<file path="src/rtl/alarm_clock_multi.sv">
// Multi-alarm 24-hour HH:MM clock core with per-slot enable, snooze, dismiss and ring timeout.
// Time advances on an internal minute prescaler; a slot matching the next time starts a ring.
module alarm_clock_multi #(
    parameter int TICKS_PER_MIN = 60,
    parameter int NUM_ALARMS    = 4,
    parameter int SNOOZE_MIN    = 5,
    parameter int RING_MIN      = 2,
    parameter int IDXW          = (NUM_ALARMS > 1) ? $clog2(NUM_ALARMS) : 1
) (
    input  logic            clk,
    input  logic            rst_n,
    input  logic            set_time,
    input  logic [4:0]      set_hours,
    input  logic [5:0]      set_minutes,
    input  logic            alarm_wr,
    input  logic [IDXW-1:0] alarm_idx,
    input  logic [4:0]      alarm_hours,
    input  logic [5:0]      alarm_minutes,
    input  logic            alarm_en,
    input  logic            snooze,
    input  logic            dismiss,
    output logic [4:0]      cur_hours,
    output logic [5:0]      cur_minutes,
    output logic            minute_tick,
    output logic            ringing,
    output logic            snoozed,
    output logic [IDXW-1:0] ring_idx
);

    localparam int PW = $clog2(TICKS_PER_MIN);
    localparam int SW = $clog2(SNOOZE_MIN + 1);
    localparam int RW = $clog2(RING_MIN + 1);

    typedef enum logic [1:0] {IDLE, RINGING, SNOOZED} state_t;

    state_t          state;
    logic [PW-1:0]   presc;
    logic [SW-1:0]   snz_cnt;
    logic [RW-1:0]   ring_cnt;
    logic [4:0]      al_hours   [NUM_ALARMS];
    logic [5:0]      al_minutes [NUM_ALARMS];
    logic            al_en      [NUM_ALARMS];

    logic            set_ok;
    logic            wr_ok;
    logic            advance;
    logic [4:0]      next_hours;
    logic [5:0]      next_minutes;
    logic            hit;
    logic [IDXW-1:0] hit_idx;

    always_comb begin
        set_ok  = set_time && (set_hours <= 5'd23) && (set_minutes <= 6'd59);
        wr_ok   = alarm_wr && (alarm_hours <= 5'd23) && (alarm_minutes <= 6'd59);
        advance = !set_ok && (presc == PW'(TICKS_PER_MIN - 1));
        if (cur_minutes == 6'd59) begin
            next_minutes = '0;
            next_hours   = (cur_hours == 5'd23) ? '0 : cur_hours + 5'd1;
        end else begin
            next_minutes = cur_minutes + 6'd1;
            next_hours   = cur_hours;
        end
    end

    // Scan from the top down so the lowest matching slot is the one left standing.
    always_comb begin
        hit     = 1'b0;
        hit_idx = '0;
        for (int unsigned k = NUM_ALARMS; k > 0; k--) begin
            if (al_en[k-1] && al_hours[k-1] == next_hours && al_minutes[k-1] == next_minutes) begin
                hit     = 1'b1;
                hit_idx = IDXW'(k - 1);
            end
        end
    end

    always_ff @(posedge clk or negedge rst_n) begin
        if (!rst_n) begin
            presc       <= '0;
            cur_hours   <= '0;
            cur_minutes <= '0;
            minute_tick <= 1'b0;
        end else if (set_ok) begin
            presc       <= '0;
            cur_hours   <= set_hours;
            cur_minutes <= set_minutes;
            minute_tick <= 1'b0;
        end else if (advance) begin
            presc       <= '0;
            cur_hours   <= next_hours;
            cur_minutes <= next_minutes;
            minute_tick <= 1'b1;
        end else begin
            presc       <= presc + 1'b1;
            minute_tick <= 1'b0;
        end
    end

    // Slot indices at or beyond NUM_ALARMS never compare equal, so such writes fall away.
    always_ff @(posedge clk or negedge rst_n) begin
        if (!rst_n) begin
            for (int unsigned k = 0; k < NUM_ALARMS; k++) begin
                al_hours[k]   <= '0;
                al_minutes[k] <= '0;
                al_en[k]      <= 1'b0;
            end
        end else begin
            for (int unsigned k = 0; k < NUM_ALARMS; k++) begin
                if (wr_ok && alarm_idx == IDXW'(k)) begin
                    al_hours[k]   <= alarm_hours;
                    al_minutes[k] <= alarm_minutes;
                    al_en[k]      <= alarm_en;
                end
            end
        end
    end

    always_ff @(posedge clk or negedge rst_n) begin
        if (!rst_n) begin
            state    <= IDLE;
            ringing  <= 1'b0;
            snoozed  <= 1'b0;
            ring_idx <= '0;
            ring_cnt <= '0;
            snz_cnt  <= '0;
        end else begin
            case (state)
                IDLE: begin
                    if (advance && hit) begin
                        state    <= RINGING;
                        ringing  <= 1'b1;
                        ring_idx <= hit_idx;
                        ring_cnt <= '0;
                    end
                end
                RINGING: begin
                    if (dismiss) begin
                        state   <= IDLE;
                        ringing <= 1'b0;
                    end else if (snooze) begin
                        state   <= SNOOZED;
                        ringing <= 1'b0;
                        snoozed <= 1'b1;
                        snz_cnt <= '0;
                    end else if (advance) begin
                        if (ring_cnt == RW'(RING_MIN - 1)) begin
                            state   <= IDLE;
                            ringing <= 1'b0;
                        end else begin
                            ring_cnt <= ring_cnt + 1'b1;
                        end
                    end
                end
                SNOOZED: begin
                    if (dismiss) begin
                        state   <= IDLE;
                        snoozed <= 1'b0;
                    end else if (advance) begin
                        if (snz_cnt == SW'(SNOOZE_MIN - 1)) begin
                            state    <= RINGING;
                            ringing  <= 1'b1;
                            snoozed  <= 1'b0;
                            ring_cnt <= '0;
                        end else begin
                            snz_cnt <= snz_cnt + 1'b1;
                        end
                    end
                end
                default: begin
                    state   <= IDLE;
                    ringing <= 1'b0;
                    snoozed <= 1'b0;
                end
            endcase
        end
    end

endmodule

</file>
<file path="config.mk">
export PLATFORM = sky130hd
export DESIGN_NAME = alarm_clock_multi
export DESIGN_NICKNAME = d
export VERILOG_FILES = /design/src/rtl/alarm_clock_multi.sv
export SDC_FILE = /design/constraint.sdc
export NUM_CORES = 1
export LEC_CHECK = 0
export ABC_AREA = 1
export BUFFER_PORTS_ARGS = -buffer_cell sky130_fd_sc_hd__buf_4
export CAP_MARGIN = 20
export CORE_ASPECT_RATIO = 1.5
export CORE_UTILIZATION = 55
export CTS_BUF_LIST = sky130_fd_sc_hd__clkbuf_2 sky130_fd_sc_hd__clkbuf_4 sky130_fd_sc_hd__clkbuf_8
export DETAILED_ROUTE_END_ITERATION = 12
export PLACE_DENSITY = 0.75
export REMOVE_ABC_BUFFERS = 1
export SETUP_SLACK_MARGIN = 0.3
export SLEW_MARGIN = 5
export SYNTH_ARGS = -nofsm -noshare
export SYNTH_HDL_FRONTEND = slang
export SYNTH_SLANG_ARGS = --single-unit
</file>
<file path="constraint.sdc">
create_clock -name clk -period 2.3 [get_ports clk]
set_input_delay 0.115 -clock clk [delete_from_list [all_inputs] [get_ports clk]]
set_output_delay 0.115 -clock clk [all_outputs]
set_load 0.02 [all_outputs]
</file>
# Word level (Yosys, flattened, before mapping)
# Index checks and enable logic that the tools add are counted.
totals:
  register_bits: 77
  input_bits: 31
  out_inout_bits: 16
  wordCells: 152
classes:
  addsub: 5
  order_cmp: 4
  eq_ne: 32
  mux: 58
  n_bitwise: 1
  n_reduce_logical: 30
op_table:
  columns: ["operator", "count"]
  rows:
  - ["2-to-1 mux 2 bit", 20]
  - ["2-to-1 mux 6 bit", 5]
  - ["== test 6 bit", 4]
  - ["== test 5 bit", 4]
  - ["2-to-1 mux 5 bit", 4]
  - ["!= test 2 bit, second input constant", 10]
  - ["2-to-1 mux 1 bit", 19]
  - ["logical AND 1 bit", 18]
  - ["2-to-1 mux 3 bit", 5]
  - ["adder 6 x 1 -> 6 bit, second input constant", 2]
  - ["== test 6 bit, second input constant", 2]
  - ["<= comparator 6 bit, second input constant", 2]
  - ["one-hot mux 2 bit (3 select lines)", 2]
  - ["AND reduction 6 bit", 2]
  - ["<= comparator 5 bit, second input constant", 2]
  - ["AND reduction 5 bit", 2]
  - ["AND reduction 9 bit", 1]
  - ["!= test 4 bit, second input constant", 2]
  - ["== test 2 x 1 -> 1 bit, second input constant", 3]
  - ["== test 2 bit, second input constant", 3]
  - ["!= test 3 bit, second input constant", 2]
  - ["one-hot mux 1 bit (3 select lines)", 2]
  - ["one-hot mux 3 bit (2 select lines)", 1]
  - ["adder 5 x 1 -> 5 bit, second input constant", 1]
  - ["other kinds (10)", 12]

# Longest topological paths before layout
depth:
  word_depth: 13
  ltp_mapped: 19
  ltp_nobuf: 19

# Worst setup path after synthesis
# OpenSTA, ideal clock, no wires.
synth_timing:
  path_type: "register to register"
  start: "reg cur_minutes[0]"
  end: "reg ringing"
  setup_ps: 119
  t_arrival_ps: 2155
  required_ps: 2181
  setup_slack_ps: 26
  stages_incl_launch_ff: 20
  path_buffers: 1
  period_less_slack_ps: 2274
  cell_sequence: "dfrtp_1 > ha_1 > nand2_1 > nor2_2 > nand2_2 > buf_6 > nand2_1 > nand2_1 > nand2_1 > nand2_1 > nor2_1 > nand3_1 > nor2_1 > nor2_1 > nand2_1 > nand2_1 > nand2_2 > nand3_1 > nand2_1 > nand2_1"
synth_via:
  elab_chain_len: 12
  elab_cells_between_ends: 27
  classes_between: "1 x add/sub; 10 x eq/ne; 6 x mux; 10 x reduce/logical"
synth_rtl:
  columns: ["element", "line", "source"]
  rows:
  - ["start: declaration", "23", "output logic [5:0] cur_minutes,"]
  - ["start signal: assignment", "86", "cur_minutes <= set_minutes;"]
  - ["start signal: assignment", "91", "cur_minutes <= next_minutes;"]
  - ["branches (longest 8 deep; another with adder 6 x 1 -> 6 bit)", null, null]
  - ["2-to-1 mux 1 bit (*)", "70", "if (al_en[k-1] && al_hours[k-1] == next_hours && al_minutes[k-1] == next_minutes) begin"]
  - ["logical AND 1 bit (*)", "129", "if (advance && hit) begin"]
  - ["!= test 2 bit (no source line) (*)", null, null]
  - ["AND reduction 6 bit (no source line) (*)", null, null]
  - ["end signal: assignment", "131", "ringing <= 1'b1;"]
  - ["end signal: assignment", "139", "ringing <= 1'b0;"]
  - ["end signal: assignment", "142", "ringing <= 1'b0;"]
  - ["end: declaration", "25", "output logic ringing,"]
# Mark *: on every way between the ends.
# A chain may end at the register's enable or synchronous reset.

# Final worst setup path
layout_timing:
  start: "reg cur_minutes[1]"
  end: "reg ringing"
# Same word-level chain as after synthesis.

==> run_results.csv <==
group,metric,value,unit
floorplan,die_w,74.6,µm
clocking,clock_path_buffers,2,
clocking,cts.clk_slew.worst_paths,0.07,ns
job,drv_cap,0,
outcome,violations,"setup timing",
sta,rsz0062_at_grt,"true",
detailed_routing,viasPerCell,5.67,
layout,mostFrequentLayoutCell,"nand2_1",
detailed_routing,highest_layer,"met4",
sta,finalCritPeriodShare,102,%
logic_synthesis,synth.cell_area,0.00435,mm²
detailed_routing,avgRoutedWirePerCell,15.9,µm
power,powerDensity,806,mW/mm²
grt,grt_use_total,31.3,%
sta,finalSetupViolCount,4,
logic_synthesis,synthesis.yosys.warnings,0,
grt,grt_pass1_vias,4362,
detailed_routing,wl_met1,4860,µm
worst_hold_path,min_from,"set_minutes[1]",
power,leakagePower,2.89,nW
worst_setup_path,arrival,2.60,ns
detailed_routing,dr_wl_met2,6350,µm
grt,grt_max_degree,78,
placement,gp_congestion,0.915,
outcome,status,"finished, violations left",
power,peakVddDrop,0.515,mV
worst_setup_path,r2r-start,"cur_minutes[1]$_DFFE_PN0P_",
layout,layout_common_cells,"173 x nand2_1, 81 x inv_1, 75 x dfrtp_1, 74 x buf_4, 54 x o21ai_0",
clocking,h-tree-depth,3,
worst_setup_path,end_kind,"register",
worst_setup_path,critPathMaxStageDelay,0.40,ns
floorplan,die_y,111,µm
sta,maxSlewViolCount,0,
layout,fin_util,74.2,%
sta,worstMarginPinSlew,0.963,ns
layout,n_antenna_cell,0,
grt,overflow,0,
detailed_routing,wl_met3,796,µm
worst_hold_path,min-delay-path-class,"input pin to register",
clocking,cts_buffers,9,
detailed_routing,drc,0,
sta,setup_tns,-0.146,ns
worst_setup_path,crit_path_frequent_cell,"nand2_2",
worst_setup_path,cp_max_fo,5,
logic_synthesis,syn_avg_cell_area,7.23,µm²
detailed_routing,drt_iter0_markers,357,
layout,nNetsFinal,725,
clocking,cts_sinks,77,
sta,relSlewSlack,35.8,%
sta,whs,0.00982,ns
layout,area_growth,30.6,%
floorplan,die-area,0.00828,mm²
layout,drive_gt1_share,23.7,%
floorplan,ioPinCount,47,
placement,dp_slack,-0.116,ns
worst_setup_path,path_buf_inv,2,
placement,dpl.hpwl,8280,µm
sta,finalHoldViolations,0,
floorplan,start_util,56.8,%
floorplan,rows,39,
worst_setup_path,startpoint,"cur_minutes[1]$_DFFE_PN0P_",
logic_synthesis,ys_seq_area_share,44.3,%
floorplan,coreArea,0.00766,mm²
worst_setup_path,crit_slowest_cell,"dfrtp_1",
power,power.total,0.00458,W
worst_setup_path,critPathKind,"register to register",
detailed_routing,dr_total_vias,4506,
sta,setup_slack,-0.0446,ns
logic_synthesis,yosys.cell_types.count,34,
worst_setup_path,crit_required,2.56,ns
grt,grt_pass1_wl,19600,µm
detailed_routing,drt_wl_total,12600,µm
worst_setup_path,critical-path-top-delay-family,"simple AND/OR/NAND/NOR gates",
worst_setup_path,critPathLaunchType,"register",
worst_setup_path,path_cells,"ha_4 -> buf_8 -> nand2_8 -> nor2_4 -> nor2_1 -> buf_4 -> nand2_2 -> nand3_2 -> nor2_2 -> nand3_2 -> nor2_4 -> nor2_2 -> nand2_2 -> nand2_2 -> nand2_4 -> nand3_2 -> nand2_2 -> nand2_1",
clocking,cts_tree,"built",
sta,fmax,0.427,GHz
placement,io_buffers,46,
sta,period_needed,2.34,ns
clocking,clockRootBuffer,"clkbuf_8",
detailed_routing,ant_nets,0,
logic_synthesis,yosys_register_bits,77,
logic_synthesis,syn_inst,602,
clocking,clock_latency,0.37,ns
grt,antenna_found_initial,0,
sta,clock_skew,0.00425,ns
detailed_routing,drt-pass1-iter-count,5,
-- cell usage after synthesis --
master / number / area [µm²]
o21ai_1: 1 / 5.00
a41oi_1: 1 / 8.76
nand2_2: 7 / 43.8
nor3_1: 3 / 15.0
o22ai_1: 1 / 6.26
a21boi_0: 3 / 22.5
nand4_1: 13 / 81.3
nand2_4: 1 / 11.3
clkbuf_1: 10 / 37.5
a31oi_1: 3 / 18.8
a21oi_1: 7 / 35.0
o21ai_0: 57 / 285
buf_1: 1 / 3.75
nand4_2: 1 / 12.5
buf_2: 2 / 10.0
nand3b_1: 8 / 60.1
nor2_4: 1 / 11.3
inv_1: 81 / 304
nor4_1: 2 / 12.5
nor2_1: 46 / 173
nand3_1: 46 / 230
o211ai_1: 1 / 7.51
buf_6: 1 / 11.3
xor2_1: 3 / 26.3
o221ai_1: 10 / 87.6
nand3_2: 4 / 40.0
xnor2_1: 2 / 17.5
inv_2: 2 / 7.51
buf_4: 1 / 7.51
dfrtp_1: 77 / 1930
o2111ai_1: 1 / 8.76
nor2_2: 1 / 6.26
nand2_1: 198 / 743
ha_1: 6 / 75.1
-- worst reg2reg max path: stages, from the launching register on --
cell and delay, ns:
dfrtp_1 0.40, ha_4 0.17, buf_8 0.14, nand2_8 0.07, nor2_4 0.23, nor2_1 0.07
buf_4 0.17, nand2_2 0.07, nand3_2 0.08, nor2_2 0.14, nand3_2 0.13, nor2_4 0.11
nor2_2 0.05, nand2_2 0.07, nand2_2 0.07, nand2_4 0.08, nand3_2 0.07, nand2_2 0.07
nand2_1 0.05
-- layout make-up --
cell class / instances / area, µm²
clock inverters: 4 / 72.6
inverters: 83 / 314
repair buffers: 89 / 758
fillers: 605 / 1970
clock buffers: 12 / 146
multi-input cells: 428 / 2340
well taps: 102 / 128
flip-flops and latches: 77 / 1930
-- kinds of logic (layout without fill, tap and decap cells) --
logic type,Yosys count,in the layout,synth area share [%]
AND/OR/NAND/NOR,331,332,33.1
buffers and inverters,98,188,8.77
AO/OA/AOI/OAI,85,85,11.2
flip-flops,77,77,44.3
adder cells (fa/ha/maj),6,6,1.72
XOR/XNOR,5,5,1.01
-- sequential cells by signal, summed over array words and instances, names as in the netlist --
signal	count
minute_tick	1
al_minutes	24
ring_idx	2
cur_hours	5
al_en	4
state	2
al_hours	20
snz_cnt	3
snoozed	1
ringing	1
ring_cnt	2
cur_minutes	6
presc	6
-- metrics by stage --
stage	std cells	area, µm²
after floorplan	587	4280
after detailed placement	761	4960
after global placement	761	4960
after CTS	791	5500
after global routing	795	5690
final	795	5690
-- layer usage --
metal / global-route usage (%) / vias up
met5: 0 / -
met4: 17.4 / 0
met3: 7.82 / 52
met2: 50.8 / 228
met1: 36.6 / 2103
li1: - / 2123
-- final timing paths --
kind                                                    to  cells past startpoint  slack (ns)
worst max-delay path                   ringing$_DFFE_PN0P_                     18       -0.04
worst min-delay path            cur_minutes[1]$_DFFE_PN0P_                      3        0.01
worst max register to register         ringing$_DFFE_PN0P_                     18       -0.04
worst min register to register          presc[0]$_DFF_PN0_                      1        0.47
max in group asynchronous       cur_minutes[2]$_DFFE_PN0P_                      2        1.19
min in group asynchronous               presc[1]$_DFF_PN0_                      2        0.45
-- report_power, final --
part / internal, W / switching, W / total, W / leakage [nW]
combinational: 0.000627 / 0.000960 / 0.00159 / 1.81
sequential: 0.00162 / 0.000243 / 0.00186 / 0.970
clock: 0.000646 / 0.000486 / 0.00113 / 0.111
-- repair_timing --
action / CTS / global route
gates cloned: 2 / 0
gates resized for setup: 40 / 38
hold buffers: 10 / 0
setup endpoints to repair: 7 / 9
pin swaps: 9 / 17
endpoints found under the hold margin: 86 / 0
buffers inserted: 2 / 4
Power figures use the tool's default switching activity.
